## config.mk

```make
export PLATFORM = sky130hd
export DESIGN_NAME = sevenseg_mux_driver
export DESIGN_NICKNAME = d
export VERILOG_FILES = /design/src/rtl/sevenseg_mux_driver.sv
export SDC_FILE = /design/constraint.sdc
export NUM_CORES = 1
export LEC_CHECK = 0
export CAP_MARGIN = 10
export CORE_MARGIN = 4
export CORE_UTILIZATION = 36
export DETAILED_ROUTE_END_ITERATION = 10
export PLACE_DENSITY_LB_ADDON = 0.2
export SLEW_MARGIN = 25
export SYNTH_ARGS = -nofsm -noshare
export SYNTH_HDL_FRONTEND = slang
export SYNTH_SLANG_ARGS = --single-unit
```

## constraint.sdc

```tcl
create_clock -name clk -period 3.1 [get_ports clk]
set_input_delay 0.62 -clock clk [delete_from_list [all_inputs] [get_ports clk]]
set_output_delay 0.62 -clock clk [all_outputs]
set_load 0.05 [all_outputs]
```

## src/rtl/sevenseg_mux_driver.sv

```systemverilog
// sevenseg_mux_driver
//   Time-multiplexed driver for N_DIGITS common-segment seven-segment digits.
//   Each digit gets a REFRESH_DIV-cycle slot. The first GUARD_CYCLES of every
//   slot keep all digit enables off so the previous digit's segments do not
//   ghost onto the next one. Digit contents are captured into a shadow
//   register on load and copied to the display register only at frame
//   boundaries, so a frame on the pins is never torn. Per-digit blink blanks
//   a digit every other BLINK_FRAMES-frame half-period.
//
// Ports
//   clk         system clock
//   rst_n       synchronous reset, active low
//   digits_in   5 bits per digit: 0-15 hex, 16 dash, 17-31 blank
//   dp_in       per-digit decimal point request
//   blink_in    per-digit blink enable
//   load        capture strobe for digits_in / dp_in / blink_in
//   seg         segments {a,b,c,d,e,f,g}, seg[6]=a (pin polarity)
//   dp          decimal point segment (pin polarity)
//   dig_sel     one-hot digit enable, bit k drives digit k (pin polarity)
//   frame_tick  one-cycle pulse while the pins show slot 0 of a new frame

module sevenseg_mux_driver #(
  parameter int N_DIGITS       = 4,
  parameter int REFRESH_DIV    = 50000,
  parameter int GUARD_CYCLES   = 2,
  parameter int BLINK_FRAMES   = 50,
  parameter int SEG_ACTIVE_LOW = 0,
  parameter int DIG_ACTIVE_LOW = 1
) (
  input  logic                    clk,
  input  logic                    rst_n,
  input  logic [5*N_DIGITS-1:0]   digits_in,
  input  logic [N_DIGITS-1:0]     dp_in,
  input  logic [N_DIGITS-1:0]     blink_in,
  input  logic                    load,
  output logic [6:0]              seg,
  output logic                    dp,
  output logic [N_DIGITS-1:0]     dig_sel,
  output logic                    frame_tick
);

  localparam int PW = (REFRESH_DIV > 1) ? $clog2(REFRESH_DIV) : 1;
  localparam int IW = (N_DIGITS > 1) ? $clog2(N_DIGITS) : 1;
  localparam int BW = (BLINK_FRAMES > 1) ? $clog2(BLINK_FRAMES) : 1;

  localparam logic [PW-1:0] PRE_LAST  = PW'(REFRESH_DIV - 1);
  localparam logic [IW-1:0] IDX_LAST  = IW'(N_DIGITS - 1);
  localparam logic [BW-1:0] BLK_LAST  = BW'(BLINK_FRAMES - 1);
  localparam logic [PW:0]   GUARD_END = (PW+1)'(GUARD_CYCLES);
  localparam logic          SEG_INV   = (SEG_ACTIVE_LOW != 0);
  localparam logic          DIG_INV   = (DIG_ACTIVE_LOW != 0);

  logic [PW-1:0]               prescaler;
  logic [IW-1:0]               index;
  logic [BW-1:0]               blink_cnt;
  logic                        blink_phase;

  // packed layout matches digits_in: digit k occupies bits [5k+4:5k]
  logic [N_DIGITS-1:0][4:0]    sh_code;
  logic [N_DIGITS-1:0]         sh_dp;
  logic [N_DIGITS-1:0]         sh_blink;
  logic [N_DIGITS-1:0][4:0]    disp_code;
  logic [N_DIGITS-1:0]         disp_dp;
  logic [N_DIGITS-1:0]         disp_blink;

  logic                        slot_end;
  logic                        frame_end;
  logic                        blanked;
  logic [6:0]                  seg_next;
  logic                        dp_next;
  logic [N_DIGITS-1:0]         dig_next;

  function automatic logic [6:0] decode(input logic [4:0] code);
    logic [6:0] pat;
    case (code)
      5'd0:    pat = 7'b1111110;
      5'd1:    pat = 7'b0110000;
      5'd2:    pat = 7'b1101101;
      5'd3:    pat = 7'b1111001;
      5'd4:    pat = 7'b0110011;
      5'd5:    pat = 7'b1011011;
      5'd6:    pat = 7'b1011111;
      5'd7:    pat = 7'b1110000;
      5'd8:    pat = 7'b1111111;
      5'd9:    pat = 7'b1111011;
      5'd10:   pat = 7'b1110111;
      5'd11:   pat = 7'b0011111;
      5'd12:   pat = 7'b1001110;
      5'd13:   pat = 7'b0111101;
      5'd14:   pat = 7'b1001111;
      5'd15:   pat = 7'b1000111;
      5'd16:   pat = 7'b0000001;
      default: pat = 7'b0000000;
    endcase
    return pat;
  endfunction

  assign slot_end  = (prescaler == PRE_LAST);
  assign frame_end = slot_end && (index == IDX_LAST);

  // Next pin values, computed from this cycle's scan state; the registers
  // below give the fixed one-cycle latency to the pins.
  always_comb begin
    blanked  = blink_phase & disp_blink[index];
    seg_next = blanked ? 7'b0000000 : decode(disp_code[index]);
    dp_next  = ~blanked & disp_dp[index];
    dig_next = '0;
    if ({1'b0, prescaler} >= GUARD_END) begin
      dig_next[index] = 1'b1;
    end
  end

  always_ff @(posedge clk) begin
    if (!rst_n) begin
      prescaler   <= '0;
      index       <= '0;
      blink_cnt   <= '0;
      blink_phase <= 1'b0;
      sh_code     <= '1;
      sh_dp       <= '0;
      sh_blink    <= '0;
      disp_code   <= '1;
      disp_dp     <= '0;
      disp_blink  <= '0;
      seg         <= {7{SEG_INV}};
      dp          <= SEG_INV;
      dig_sel     <= {N_DIGITS{DIG_INV}};
      frame_tick  <= 1'b0;
    end else begin
      if (slot_end) begin
        prescaler <= '0;
        index     <= (index == IDX_LAST) ? '0 : index + 1'b1;
      end else begin
        prescaler <= prescaler + 1'b1;
      end

      // Display takes the shadow as it stood before this edge, so a load
      // coinciding with the boundary lands one frame later.
      if (frame_end) begin
        disp_code  <= sh_code;
        disp_dp    <= sh_dp;
        disp_blink <= sh_blink;
        if (blink_cnt == BLK_LAST) begin
          blink_cnt   <= '0;
          blink_phase <= ~blink_phase;
        end else begin
          blink_cnt <= blink_cnt + 1'b1;
        end
      end

      if (load) begin
        sh_code  <= digits_in;
        sh_dp    <= dp_in;
        sh_blink <= blink_in;
      end

      seg        <= seg_next ^ {7{SEG_INV}};
      dp         <= dp_next ^ SEG_INV;
      dig_sel    <= dig_next ^ {N_DIGITS{DIG_INV}};
      frame_tick <= (prescaler == '0) && (index == '0);
    end
  end

endmodule

```

# --- Word level (Yosys, flattened, before mapping) ---
# Memories as Yosys holds them, arrays and structs flattened. A register that Yosys moved wholly into a read port is not among the register bits.
# Cells that the tools add are included.
# W data, S select, Z words.
op_classes:
  eq_ne: 3
  n_reduce_logical: 8
  bitwise_logic: 6
  magnitude_cmp: 3
  muxes: 11
  addsub: 3
op_table:
  columns: ["cell", "count"]
  rows:
  - ["$add A16 B1 Y16 const B", 1]
  - ["$eq A16 B16 Y1 const B", 1]
  - ["$ge A16 B2 Y1 const B", 1]
  - ["$logic_not A16 Y1", 1]
  - ["$bmux W5 S2", 1]
  - ["$add A6 B1 Y6 const B", 1]
  - ["$eq A6 B6 Y1 const B", 1]
  - ["$mux W6", 1]
  - ["$mux W5", 1]
  - ["$bmux W1 S2", 2]
  - ["$mux W4", 1]
  - ["$not A4 Y4", 1]
  - ["$reduce_or A2 Y1", 2]
  - ["$logic_and A1 B1 Y1", 3]
  - ["$lt A2 B3 Y1 const B", 1]
  - ["$mux W1", 3]
  - ["$not A1 Y1", 3]
  - ["$add A2 B1 Y2 const B", 1]
  - ["$and A1 B1 Y1", 2]
  - ["$demux W1 S2", 1]
  - ["$eq A2 B2 Y1 const B", 1]
  - ["$ge A2 B1 Y1 const B", 1]
  - ["$logic_not A2 Y1", 1]
  - ["$mux W2", 1]
  - ["$reduce_and A2 Y1", 1]
word_totals:
  in_bits: 31
  mem_count: 1
  regBits: 87
  romBits: 224
memory_table:
  columns: ["name", "words", "word_bits", "rd", "rd_ports_with_merged_regs", "write_ports", "line_no", "source"]
  rows:
  - ["(name not given)", 32, 7, 1, 1, 0, "75", "case (code)"]

# --- Longest topological paths before layout ---
# Gate-level depths: netlist of the first run.
depth:
  word_depth: 6
  ltp_mapped: 8

# --- Least setup slack after synthesis of the first run ---
# OpenSTA, ideal clock, no wires.
synth_timing:
  path_kind: "register to register"
  from: "reg index[0]"
  to: "reg seg[3]"
  setup_ns: 0.065
  path_slack_ns: 1.083
  synth_period_minus_slack_ns: 2.017
  path_stages_with_launch: 8
  t_arrival_ns: 1.952
  path_cell_list: "dfxtp_1 -> buf_6 -> mux4_1 -> inv_1 -> ha_1 -> inv_1 -> mux4_2 -> nor2_1"
synth_between:
  elab_chain_cells: 4
  elab_cells_between_ends: 6
  cone_classes: "4 x mux; 1 x bitwise; 1 x reduce/logical"
synth_lines:
  columns: ["element", "line_no", "source"]
  rows:
  - ["start: declaration", "54", "logic [IW-1:0] index;"]
  - ["start signal: assignment", "132", "index <= (index == IDX_LAST) ? '0 : index + 1'b1;"]
  - ["$bmux W1 S2", "104", "blanked = blink_phase & disp_blink[index];"]
  - ["$mux W1 (implied by the code)", "104", null]
  - ["$and A1 B1 Y1", "104", null]
  - ["$reduce_or A2 Y1 (no source line)", null, null]
  - ["end: declaration", "36", "output logic [6:0] seg,"]
# Several ways; a longest one is shown, not always the timed one. The select of a mux whose other input is x is not followed.
# A chain may end at the register's enable or synchronous reset.

# --- Final worst setup path of the first run ---
# Ends and elaborated chain as after synthesis.

==> out/summary.txt, run 1 <==
Critical path class = reg -> reg
Worst-path clk slew = 0.07 ns
Hold EP = prescaler[0]$_SDFF_PP0_
Initial antenna violation count = 0
Top cells by count, synth = dfxtp_1 (94), nand4_1 (36), nand2_1 (33)
Leak = 0.00203 uW
Outcome = finished, final reports clean
Vias in the first global route = 3,142
Initial DRC Count = 182
Fill count = 1,115
R2R Path End = seg[3]$_SDFF_PP0_
Fraction of registers with async set or reset after synthesis = 0%
Max-Cap Viols = 0
Worst slew margin = 43.3%
Achievable Freq = 0.414 GHz
Fin area = 0.00501 mm^2
DRT Pass-1 Iters = 5
Final Setup Violations = 0
Primary FF master, synth = dfxtp_1
Area contributors post-synth = dfxtp_1 (45%), mux2i_1 (7.1%), nand4_1 (5.3%), ha_1 (4.8%), o211ai_1 (3.6%)
Final Hold Fails = 0
Routed WL per cell = 14.7 um
Final-report max-slew violation count = 0
Post-synth cell types = 50
CTS Root Cell = clkbuf_16
VDD IR-drop max = 0.238 mV
Tmin final = 2.42 ns
Placed cell count = 600
Startpoint types = register
Transition time of the tightest slew-check pin = 0.851 ns
Core area = 0.0114 mm^2
CP Data Arrival Time = 2.70 ns
Largest net degree at the start of global routing = 49
Routed vias/inst = 5.12
Area Overhead vs Synth = 18.9%
Hold Buf Count CTS = 0
Share of the synthesized area in the top cell type = 44.7%
Placed inst area = 0.00472 mm^2
Post-Syn Area = 0.00421 mm^2
CTS tree = built
TNS Setup = 0 ns
Reg-to-reg startpoint = index[0]$_SDFFE_PN0N_
Die Span Y = 116 um
Area of the multi-input gates = 0.00205 mm^2
Worst Skew = 0.00688 ns
Syn Nets = 486
DR vias = 3,153
Starting Density = 36.9%
Number of stages on the worst hold path = 1
Clk Latency, worst-skew pair = 0.34 ns
Worst reg-to-reg path cell count = 6
WP data required = 3.38 ns
Total Routing Usage GR = 14.3%
Global-route wire length before repair = 15.4 mm
Synthesized instance count = 439
Cell Count, Final, Fillers Out = 616
Io pins = 44
Syn_area_per_cell = 9.60 um^2
Detail Placement HPWL = 6.09 mm
Unrepaired setup endpoints after global routing = no
Hold Path Class = reg -> reg
Power per cell area = 487 mW/mm^2
CTS buffer count = 9
Synth Register Bits = 94
CP endpoint kind = register
Antenna Cells = 0
HP Start = prescaler[0]$_SDFF_PP0_
Sink Count = 94
Post-synth EDFFs = 0
Max Root-Sink Buffers = 2
# Post-CTS Setup Buffers = 0
Final Cycle Share = 78.0%
Critical path peak fanout = 12
Rows = 39
PostCTS Resize Cnt = 0
Die area = 0.0135 mm^2
Fraction of the yosys area taken by sequential cells = 44.7%
Register Area = 0.00188 mm^2
DRC Markers = 0
Total wire length = 9.05 mm
Gpl congestion = 0.776
Antenna Nets Post-Route = 0
Count leader, synth = dfxtp_1
Final #Nets = 515
GRT overflow = 0
Synth warn = 0
Die Wd = 116 um
H-tree levels = 3
# port buffers = 43
Yosys top cell by area = dfxtp_1
Layout cell share with drive strength beyond 1 = 8.03%
Internal reg-to-reg setup slack = 0.68 ns
critical path, stage by stage, from the launching register on:
cell and delay, ns:
dfxtp_1 0.71, mux4_1 0.75, inv_1 0.18, ha_1 0.15, inv_1 0.04, mux4_2 0.44
nor2_1 0.09
report_power, final:
group	internal (uW)	switching (uW)	leakage, uW
clock network	591	459	0.000143
logic	69.3	65.1	0.00113
registers	1240	17.1	0.000765
worst max-delay path by stage:
stage                          startpoint  cells past startpoint                        to
floorplan           index[0]$_SDFFE_PN0N_                      7         seg[3]$_SDFF_PP0_
global placement                    rst_n                      4  prescaler[14]$_SDFF_PP0_
detailed placement                  rst_n                      4  prescaler[13]$_SDFF_PP0_
CTS                 index[0]$_SDFFE_PN0N_                      6         seg[3]$_SDFF_PP0_
global route        index[0]$_SDFFE_PN0N_                      7         seg[5]$_SDFF_PP0_
finish              index[0]$_SDFFE_PN0N_                      6         seg[3]$_SDFF_PP0_
area by class of cell:
| cell class | count | area share (%) |
|---|---|---|
| clock buffers | 12 | 5.12 |
| clock inverters | 4 | 0.625 |
| inverters | 33 | 2.47 |
| multi-input cells | 279 | 40.9 |
| flip-flops and latches | 94 | 37.6 |
| well taps | 143 | 3.57 |
| repair buffers | 51 | 9.70 |
registers in the layout, summed over array words and instances (netlist names), 4 cells and up:
| register | count |
|---|---|
| dig_sel | 4 |
| sh_dp | 4 |
| disp_code | 20 |
| sh_code | 20 |
| sh_blink | 4 |
| prescaler | 16 |
| seg | 7 |
| blink_cnt | 6 |
| disp_dp | 4 |
| disp_blink | 4 |
routing by layer:
metal / global-route usage [%] / part of all wire (%)
met4: 6.57 / 1.2
met1: 19.8 / 51
met3: 2.07 / 3.2
met5: 0 / 0
met2: 22.1 / 45
per-stage QoR:
stage / setup WS (ns) / hold WS (ns) / power (uW) / utilization (%)
floorplan: 1.08 / 0.426 / 1350 / -
global placement: 0.682 / 0.440 / 1410 / 41.3
detailed placement: 0.653 / 0.449 / 1420 / 41.3
CTS: 0.661 / 0.464 / 2470 / 43.8
global route: 0.511 / 0.483 / 2530 / 43.9
finish: 0.682 / 0.464 / 2440 / 43.9
cells by family after synthesis:
family,Yosys count,share of synthesized area [%]
buffers and inverters,66,6.77
and+or+nand+nor,144,18.7
adders and majority gates,16,4.75
muxes,38,11.8
AOI/OAI and AO/OA,70,11.0
DFF,94,44.7
xor gates and xnor gates,11,2.29
cell usage in the layout, fill, tap and decap left out, types with 8 or more instances in the layout:
cell / n
a21oi_1: 19
buf_4: 8
clkbuf_16: 9
clkdlybuf4s50_1: 42
dfxtp_1: 94
ha_1: 16
inv_1: 32
mux2i_1: 30
nand2_1: 33
nand3_1: 12
nand4_1: 36
nor2_1: 25
o211ai_1: 20
o21ai_0: 16
xor2_1: 8
Note: power is estimated with default switching activity, not from simulation.
==> run 2: changes to the inputs <==
clock period = 2.23 ns   (was 3.1 ns; I/O delays follow)
==> run 2 against run 1 <==
  * Sequential power rose by 39%
  * Critical path depth did not move
  * Global-route usage rose by 0.065 points
  * Die area did not move
  * Critical endpoint unchanged
==> out/summary.txt, run 2 (synthesis gave the netlist of run 1 again) <==
Outcome = finished, final reports clean
Total Routing Usage GR = 14.4% (+0.065 points)
Most common cell after layout, fill and taps aside = dfxtp_1
Die Span Y = 116 um (unchanged)
Hold Buf Count CTS = 0 (unchanged)
TNS Setup = 0 ns (unchanged)
Leak = 0.00208 uW (+2.2%)
DR vias = 3,244 (+2.9%)
Clk Latency, worst-skew pair = 0.34 ns (about the same)
PostCTS Resize Cnt = 0 (unchanged)
HP Start = prescaler[0]$_SDFF_PP0_
DRT Pass-1 Iters = 4 (-1)
Worst-path clk slew = 0.07 ns (about the same)
Final Hold Fails = 0 (unchanged)
Switching part of the total = 20.7% (-1.5 points)
Startpoint types = register
Largest stage delay, worst path = 0.67 ns (-0.08 ns)
Sink Count = 94 (unchanged)
Internal power = 2830 uW (+49%)
WP data required = 2.51 ns (-0.87 ns)
Die area = 0.0135 mm^2 (unchanged)
Initial antenna violation count = 0 (unchanged)
Unrepaired setup endpoints after global routing = no
Total power = 3570 uW (+46%)
Worst hold slack = 0.471 ns (+0.00737 ns)
Crit path from = index[0]$_SDFFE_PN0N_
Worst-path cell chain = mux4_1 > inv_1 > ha_1 > inv_1 > mux4_2 > nor2_1
Worst Skew = 0.00823 ns (+0.00135 ns)
Starting Density = 36.9% (unchanged)
Most Frequent Cell on Critical Path = inv_1
Area Overhead vs Synth = 20.7%
Routed vias/inst = 5.22 (+1.9%)
# Post-CTS Setup Buffers = 0 (unchanged)
Total wire length = 9.31 mm (+3.0%)
Initial DRC Count = 110 (-40%)
Power per cell area = 701 mW/mm^2 (+44%)
Tmin final = 2.04 ns (-0.374 ns)
Cell Count, Final, Fillers Out = 622 (+0.97%)
Global-route wire length before repair = 15.5 mm (+0.81%)
Routed WL per cell = 15.0 um (+2.0%)
Transition time of the tightest slew-check pin = 0.571 ns (-0.280 ns)
Most frequent cells in the layout = dfxtp_1 (94), clkdlybuf4s50_1 (42), nand4_1 (36)
Comb power frac = 5.3% (-0.2 points)
# port buffers = 43 (unchanged)
GRT overflow = 0 (unchanged)
Gpl congestion = 0.801 (+3.2%)
CTS Root Cell = clkbuf_16
Flop pwr share = 48.9% (-2.5 points)
Clock power share = 45.8% (+2.7 points)
Layout cell share with drive strength beyond 1 = 8.77% (+0.73 points)
Final-report max-slew violation count = 0 (unchanged)
Pre-CTS setup slack = 0.193 ns (-0.460 ns)
H-tree levels = 3 (unchanged)
Detail Placement HPWL = 6.37 mm (+4.5%)
CTS buffer count = 9 (unchanged)
Sw Pwr = 739 uW (+37%)
DRC Markers = 0 (unchanged)
Core area = 0.0114 mm^2 (unchanged)
CP endpoint kind = register
Rows = 39 (unchanged)
Io pins = 44 (unchanged)
Hold Path Class = reg -> reg
Placed cell count = 607 (+1.2%)
Max-Cap Viols = 0 (unchanged)
Antenna Nets Post-Route = 0 (unchanged)
Antenna Cells = 0 (unchanged)
Worst slew margin = 62.0% (+19 points)
Die Wd = 116 um (unchanged)
Final Cycle Share = 91.7% (+14 points)
VDD IR-drop max = 0.321 mV (+35%)
Largest net degree at the start of global routing = 49 (unchanged)
Max Root-Sink Buffers = 2 (unchanged)
CP max stage cell = mux4_1
CTS tree = built
Final #Nets = 522 (+1.4%)
Largest registers = disp_code: 20 flops, sh_code: 20 flops, prescaler: 16 flops
Critical path class = reg -> reg
Worst Slack Setup Final = 0.186 ns (-0.496 ns)
CP Data Arrival Time = 2.32 ns (-0.38 ns)
Achievable Freq = 0.489 GHz (+18%)
Reg-to-reg startpoint = index[0]$_SDFFE_PN0N_
Vias in the first global route = 3,205 (+2.0%)
Final Setup Violations = 0 (unchanged)
Critical path peak fanout = 5 (-7)
==> run 2: cell count changes in the layout (fill, tap and decap cells not counted) <==
| cell | previous run | this run |
|---|---|---|
| clkbuf_1 | 1 | 2 |
| clkinv_4 | 3 | 1 |
| buf_4 | 8 | 15 |
| o21ai_2 | 1 | 0 |
| bufinv_16 | 0 | 2 |
| o21ai_1 | 0 | 1 |
| clkbuf_8 | 2 | 1 |
| clkinv_2 | 1 | 0 |
==> run 2: final cells by class <==
type | instances | area [um^2]
tap | 143 | 179
clock buffer | 12 | 246
fill | 1125 | 6330
sequential | 94 | 1880
multi-input combinational | 279 | 2050
clock inverter | 3 | 68.8
inverter | 33 | 124
timing repair buffer | 58 | 538
==> run 2: worst paths after layout <==
path	endpoint	slack (ns)	cells past startpoint
setup / recovery	seg[3]$_SDFF_PP0_	0.19	6
hold / removal	prescaler[0]$_SDFF_PP0_	0.47	1
setup reg to reg	seg[3]$_SDFF_PP0_	0.19	6
hold reg to reg	prescaler[0]$_SDFF_PP0_	0.47	1
==> run 2: power groups by stage <==
stage                     Combinational (uW)  Clock (uW)  Sequential [uW]
after floorplan                         93.8           0             1790
after global placement                   188           0             1780
after detailed placement                 192           0             1780
after CTS                                192        1680             1740
after global routing                     211        1740             1750
final                                    189        1630             1740
==> run 2: metrics by stage <==
| stage | instance area, um^2 | util (%) |
|---|---|---|
| 2_1_floorplan | 4210 | - |
| 3_3_place_gp | 4770 | 41.8 |
| 3_5_place_dp | 4770 | 41.8 |
| 4_1_cts | 5080 | 44.5 |
| 5_1_grt | 5080 | 44.5 |
| 6_report | 5080 | 44.5 |
==> run 2: worst max-delay path: cells and delay by family (launching register included) <==
family / cells / cell delay (ns)
buffers and inverters: 2 / 0.21
flip-flops: 1 / 0.42
adder cells (fa/ha/maj): 1 / 0.16
AND/OR/NAND/NOR: 1 / 0.09
multiplexers: 2 / 1.11
==> run 2: layer usage <==
layer | up-vias | part of all wire (%) | wire length [um] | GRT usage (%)
met5 | - | 0 | 0 | 0
met4 | 0 | 1.3 | 121 | 4.41
met3 | 10 | 3.5 | 323 | 3.01
met2 | 48 | 46 | 4270 | 22.7
met1 | 1543 | 49 | 4600 | 19.8
li1 | 1643 | - | - | -
==> run 3: changes to the inputs <==
ABC_CLOCK_PERIOD_IN_PS = 2230   (was default)
==> results of run 3 <==
The final DEF is identical to that of run 2; final timing and power are the same.
